==> src/rtl/multicycle_ctrl.sv <==
// Multi-cycle RV32I control sequencer: FETCH/DECODE/EXEC/MEM/WB stepping with
// memory handshakes, ack timeouts, sticky error flags and a retired-instruction counter.
module multicycle_ctrl #(
    parameter int          TIMEOUT     = 16,
    parameter logic [31:0] INSTRET_RST = 32'h0000_0000
) (
    input  logic        clk,
    input  logic        rst_n,
    input  logic [6:0]  ir_opcode,
    input  logic        br_taken,
    input  logic        imem_ack,
    input  logic        dmem_ack,
    output logic        imem_req,
    output logic        dmem_req,
    output logic        dmem_we,
    output logic        ir_we,
    output logic        pc_we,
    output logic        pc_sel,
    output logic        alu_src_b,
    output logic [1:0]  alu_op,
    output logic        rf_we,
    output logic [1:0]  wb_sel,
    output logic        illegal,
    output logic        bus_err,
    output logic [31:0] instret
);

    localparam int              CNT_W    = (TIMEOUT < 2) ? 1 : $clog2(TIMEOUT);
    localparam logic [CNT_W-1:0] CNT_LAST = CNT_W'(TIMEOUT - 1);

    typedef enum logic [2:0] {
        S_IDLE,
        S_FETCH,
        S_DECODE,
        S_EXEC,
        S_MEM,
        S_WB,
        S_TRAP
    } state_t;

    state_t           state;
    logic [CNT_W-1:0] wait_cnt;

    logic is_load, is_store, is_opimm, is_op, is_lui, is_branch, legal;
    logic [1:0] alu_op_cls;
    logic       alu_src_cls;

    assign is_load   = (ir_opcode == 7'b0000011);
    assign is_store  = (ir_opcode == 7'b0100011);
    assign is_opimm  = (ir_opcode == 7'b0010011);
    assign is_op     = (ir_opcode == 7'b0110011);
    assign is_lui    = (ir_opcode == 7'b0110111);
    assign is_branch = (ir_opcode == 7'b1100011);
    assign legal     = is_load | is_store | is_opimm | is_op | is_lui | is_branch;

    // ALU setup per instruction class; shared by EXEC and WB so it stays stable.
    always_comb begin
        alu_op_cls  = 2'b00;
        alu_src_cls = 1'b0;
        if (is_load || is_store) begin
            alu_src_cls = 1'b1;
        end else if (is_opimm) begin
            alu_op_cls  = 2'b10;
            alu_src_cls = 1'b1;
        end else if (is_op) begin
            alu_op_cls  = 2'b10;
        end else if (is_branch) begin
            alu_op_cls  = 2'b01;
        end
    end

    always_comb begin
        imem_req  = 1'b0;
        dmem_req  = 1'b0;
        dmem_we   = 1'b0;
        ir_we     = 1'b0;
        pc_we     = 1'b0;
        pc_sel    = 1'b0;
        alu_src_b = 1'b0;
        alu_op    = 2'b00;
        rf_we     = 1'b0;
        wb_sel    = 2'b00;
        case (state)
            S_FETCH: begin
                imem_req = 1'b1;
                ir_we    = imem_ack;
            end
            S_EXEC: begin
                alu_op    = alu_op_cls;
                alu_src_b = alu_src_cls;
                if (is_branch) begin
                    pc_we  = 1'b1;
                    pc_sel = br_taken;
                end
            end
            S_MEM: begin
                dmem_req = 1'b1;
                dmem_we  = is_store;
                pc_we    = is_store & dmem_ack;
            end
            S_WB: begin
                alu_op    = alu_op_cls;
                alu_src_b = alu_src_cls;
                rf_we     = 1'b1;
                pc_we     = 1'b1;
                if (is_load)
                    wb_sel = 2'b01;
                else if (is_lui)
                    wb_sel = 2'b10;
            end
            default: ;
        endcase
    end

    // An ack on the last allowed wait cycle takes priority over the timeout.
    always_ff @(posedge clk or negedge rst_n) begin
        if (!rst_n) begin
            state    <= S_IDLE;
            wait_cnt <= '0;
            illegal  <= 1'b0;
            bus_err  <= 1'b0;
            instret  <= INSTRET_RST;
        end else begin
            if (pc_we)
                instret <= instret + 32'd1;
            case (state)
                S_IDLE: begin
                    state    <= S_FETCH;
                    wait_cnt <= '0;
                end
                S_FETCH: begin
                    if (imem_ack) begin
                        state <= S_DECODE;
                    end else if (wait_cnt == CNT_LAST) begin
                        state   <= S_TRAP;
                        bus_err <= 1'b1;
                    end else begin
                        wait_cnt <= wait_cnt + 1'b1;
                    end
                end
                S_DECODE: begin
                    if (legal) begin
                        state <= S_EXEC;
                    end else begin
                        state   <= S_TRAP;
                        illegal <= 1'b1;
                    end
                end
                S_EXEC: begin
                    wait_cnt <= '0;
                    if (is_load || is_store)
                        state <= S_MEM;
                    else if (is_branch)
                        state <= S_FETCH;
                    else
                        state <= S_WB;
                end
                S_MEM: begin
                    if (dmem_ack) begin
                        wait_cnt <= '0;
                        state    <= is_store ? S_FETCH : S_WB;
                    end else if (wait_cnt == CNT_LAST) begin
                        state   <= S_TRAP;
                        bus_err <= 1'b1;
                    end else begin
                        wait_cnt <= wait_cnt + 1'b1;
                    end
                end
                S_WB: begin
                    state    <= S_FETCH;
                    wait_cnt <= '0;
                end
                S_TRAP:  state <= S_TRAP;
                default: state <= S_IDLE;
            endcase
        end
    end

endmodule

==> config.mk <==
export PLATFORM = sky130hd
export DESIGN_NAME = multicycle_ctrl
export DESIGN_NICKNAME = d
export VERILOG_FILES = /design/src/rtl/multicycle_ctrl.sv
export SDC_FILE = /design/constraint.sdc
export NUM_CORES = 1
export LEC_CHECK = 0
export BUFFER_PORTS_ARGS = -buffer_cell sky130_fd_sc_hd__buf_2
export CAP_MARGIN = 10
export CORE_MARGIN = 10
export CORE_UTILIZATION = 57
export DETAILED_ROUTE_END_ITERATION = 10
export PLACE_DENSITY = 0.9
export REMOVE_ABC_BUFFERS = 1
export SETUP_SLACK_MARGIN = 0.15
export SLEW_MARGIN = 20
export SYNTH_ARGS = -nofsm -noshare
export SYNTH_HDL_FRONTEND = slang
export SYNTH_SLANG_ARGS = --single-unit
==> constraint.sdc <==
create_clock -name clk -period 2.3 [get_ports clk]
set_input_delay 0.115 -clock clk [delete_from_list [all_inputs] [get_ports clk]]
set_output_delay 0.115 -clock clk [all_outputs]
set_load 0.05 [all_outputs]
==> out/qor.txt <==
largest net degree at the start of global routing - 42
Num Clock Sinks - 41
First-pass DRT Iterations - 4
RSZ-0062 raised after global routing - no
dpl hpwl - 4069 um
n_diodes - 0
Synth async-reset ratio - 1.000
GRT Overall Usage - 0.1593
Yosys top cell by area - dfrtp_1
CP top delay family - flip-flops
Area Overhead vs Synth - 17.73%
Ys Warns - 0
Pins Over Slew Limit - 0
Crit. Startpoint - state[2]
Die Width - 83.43 um
Comb power frac - 0.386
cts bufs inserted - 5
Max FO, Critical Path - 23
met1 Use GR - 0.1841
final setup violation count - 0
Starting DRT DRC Count - 146
FILL cells - 266
Tot Pwr - 0.002390 W
CP max stage delay - 500 ps
area share of the leading cell type in the synthesized netlist - 0.4474
hold path startpoint - dmem_ack
row count - 22
Post-CTS Setup Bufs - 0
internal power - 0.001372 W
P_sw - 0.001018 W
fin crit share - 0.8877
Post-DP Area - 2577 um^2
IO buf count - 57
Seq/Total Area, Yosys - 0.4474
critical path type - reg2out
Routed WL - 5560 um
Place WS - 332.6 ps
crit path launch type - flip-flop
pwr/cell area - 885.3 nW/um^2
Clk Latency, worst-skew pair - 290 ps
Leakage - 1.349 nW
CP Buf/Inv Count - 2
GR met2 Demand/Resource - 0.2654
post-synthesis cell count - 227
first-pass GRT wire length - 9494 um
initial antenna violation count - 0
core box area - 3771 um^2
DRC - 0
DR vias - 1,929
Top Usage Layer GRT - met2
Routed Antenna Nets - 0
number of global-route vias before repair - 2,015
Synth cell types - 46
Hold Fails Final Rpt - 0
root buffer cell - clkbuf_8
setup ws final - 258.3 ps
Hold Path Class - in2reg
Vias/cell - 5.810
Worst EP arrival - 1930 ps
worst slew pin tran - 885.8 ps
met3 usage - 0.05957
maximum root-to-sink buffer count - 2
fin nets - 297
most frequent cell after synthesis - dfrtp_1
max-cap violations - 0
top cells by area, synth - dfrtp_1, xnor2_1, nand4_1, nand2_1, nand3_1
achievable frequency - 489.8 MHz
I/O pins - 58
die area - 6961 um^2
syn_area_per_cell - 10.10 um^2
initial core utilization - 0.6082
slew margin rel. - 0.4095
CTS H-tree depth - 2
CTS tree - yes
outcome - finished clean
VDD IR max - 0.8295 mV
#FFs+latches synth - 41
GR Overflow Total - 0
post-synth design cell area - 2293 um^2
GP Congestion - 0.7871
layout cells sized above 1 - 0.2817
Net Sw Frac - 0.4259
post-layout min period - 2042 ps
sequential share of power - 0.395
CP required - 2180 ps
Chip Height - 83.43 um
Post-synth top cells - dfrtp_1, xnor2_1, nand2_1, nand4_1, nor2_1
critical-path cell list - nor2b_1, nand4_1, o21a_2, inv_6, clkbuf_4
Clock power frac - 0.219
Most used DFF post-synth - dfrtp_1
CP Capture Type - primary output
worst r2r src - instret[2]
clk_skew - 5.261 ps
CTS clk-pin slew, worst paths - 80 ps
EDFF count, synth - 0
routed len/inst - 16.75 um
Design Area, Final - 2700 um^2
TNS Setup - 0 ps
slowest stage cell on the critical path - dfrtp_1
==> area by class of cell <==
class / instances / area, um^2 / share of cell area
multi-input combinational: 171 / 1179 / 0.4365
timing repair buffer: 59 / 305.3 / 0.1131
sequential: 41 / 1027 / 0.3804
tap: 48 / 60.06 / 0.02224
clock buffer: 7 / 96.34 / 0.03568
inverter: 5 / 23.77 / 0.008804
clock inverter: 1 / 8.758 / 0.003244
==> worst paths after layout <==
check                           slack, ps  cells past startpoint           to
worst max-delay path                  260                      5        pc_we
worst min-delay path                  120                      2     state[2]
worst max register to register        380                      5  instret[19]
worst min register to register        450                      1      bus_err
max in group asynchronous            1210                      2     state[1]
min in group asynchronous             480                      2  wait_cnt[0]
==> layer usage <==
metal  part of all wire  vias to the layer above  routed length [um]
li1                   -                      934                   -
met1               0.41                      913                2306
met2               0.49                       76                2708
met3              0.082                        6                 456
met4              0.016                        0                  89
met5                  0                        -                   0
==> power by group through the flow <==
stage / logic, W / registers, W / clock network, W
finish: 0.000924 / 0.000944 / 0.000523
global route: 0.00100 / 0.000963 / 0.000562
CTS: 0.000915 / 0.000936 / 0.000529
detailed placement: 0.000904 / 0.000946 / 0
global placement: 0.000879 / 0.000941 / 0
floorplan: 0.000543 / 0.00107 / 0
==> per-stage QoR <==
step                cells  hold slack, ps    util
finish                332           124.9  0.7160
global route          332           131.5  0.7160
CTS                   332           134.1  0.7147
detailed placement    323           277.4  0.6835
global placement      323           277.8  0.6835
floorplan             217          -180.6       -
==> worst register-to-register path, cell delays in order, from the launching register on <==
cell and delay, ps:
dfrtp_1 430, and4_1 310, and3_2 260, nor3b_4 430, nand3_1 190, xnor2_1 170
==> sequential cells by signal (all words and copies together), names as in the netlist <==
register / cells
illegal: 1
bus_err: 1
instret: 32
state: 3
wait_cnt: 4
==> cell usage in the layout, fill, tap and decap left out, types with 2 or more instances in the layout <==
| master | n |
|---|---|
| buf_2 | 56 |
| dfrtp_1 | 40 |
| xnor2_1 | 26 |
| nand2_1 | 19 |
| nand4_1 | 16 |
| nor2_1 | 13 |
| nand3_1 | 11 |
| a21oi_1 | 9 |
| and3_1 | 8 |
| clkbuf_8 | 7 |
| o21ai_0 | 6 |
| and4_1 | 6 |
| xor2_1 | 6 |
| nand2b_1 | 5 |
| and2_1 | 5 |
| nor2b_1 | 4 |
| inv_1 | 4 |
| nor4_2 | 4 |
| nor3_1 | 3 |
| and2b_1 | 2 |
| and3b_1 | 2 |
| inv_6 | 2 |
| o211ai_1 | 2 |
| nand4b_1 | 2 |
| ha_1 | 2 |
==> kinds of logic after synthesis <==
group	Yosys count	synth area share
compound gates	30	0.09221
xor+xnor	32	0.1222
buf+inv	15	0.03927
fa+ha+maj	2	0.01091
flops	41	0.4474
simple gates	106	0.2837
mux	1	0.004365
==> timing repair <==
action,CTS,global route
gates resized for setup,2,2
setup endpoints to repair,1,1
endpoints found under the hold margin,41,0
hold buffers,1,0
cloned,0,0
Power figures use the tool's default switching activity.
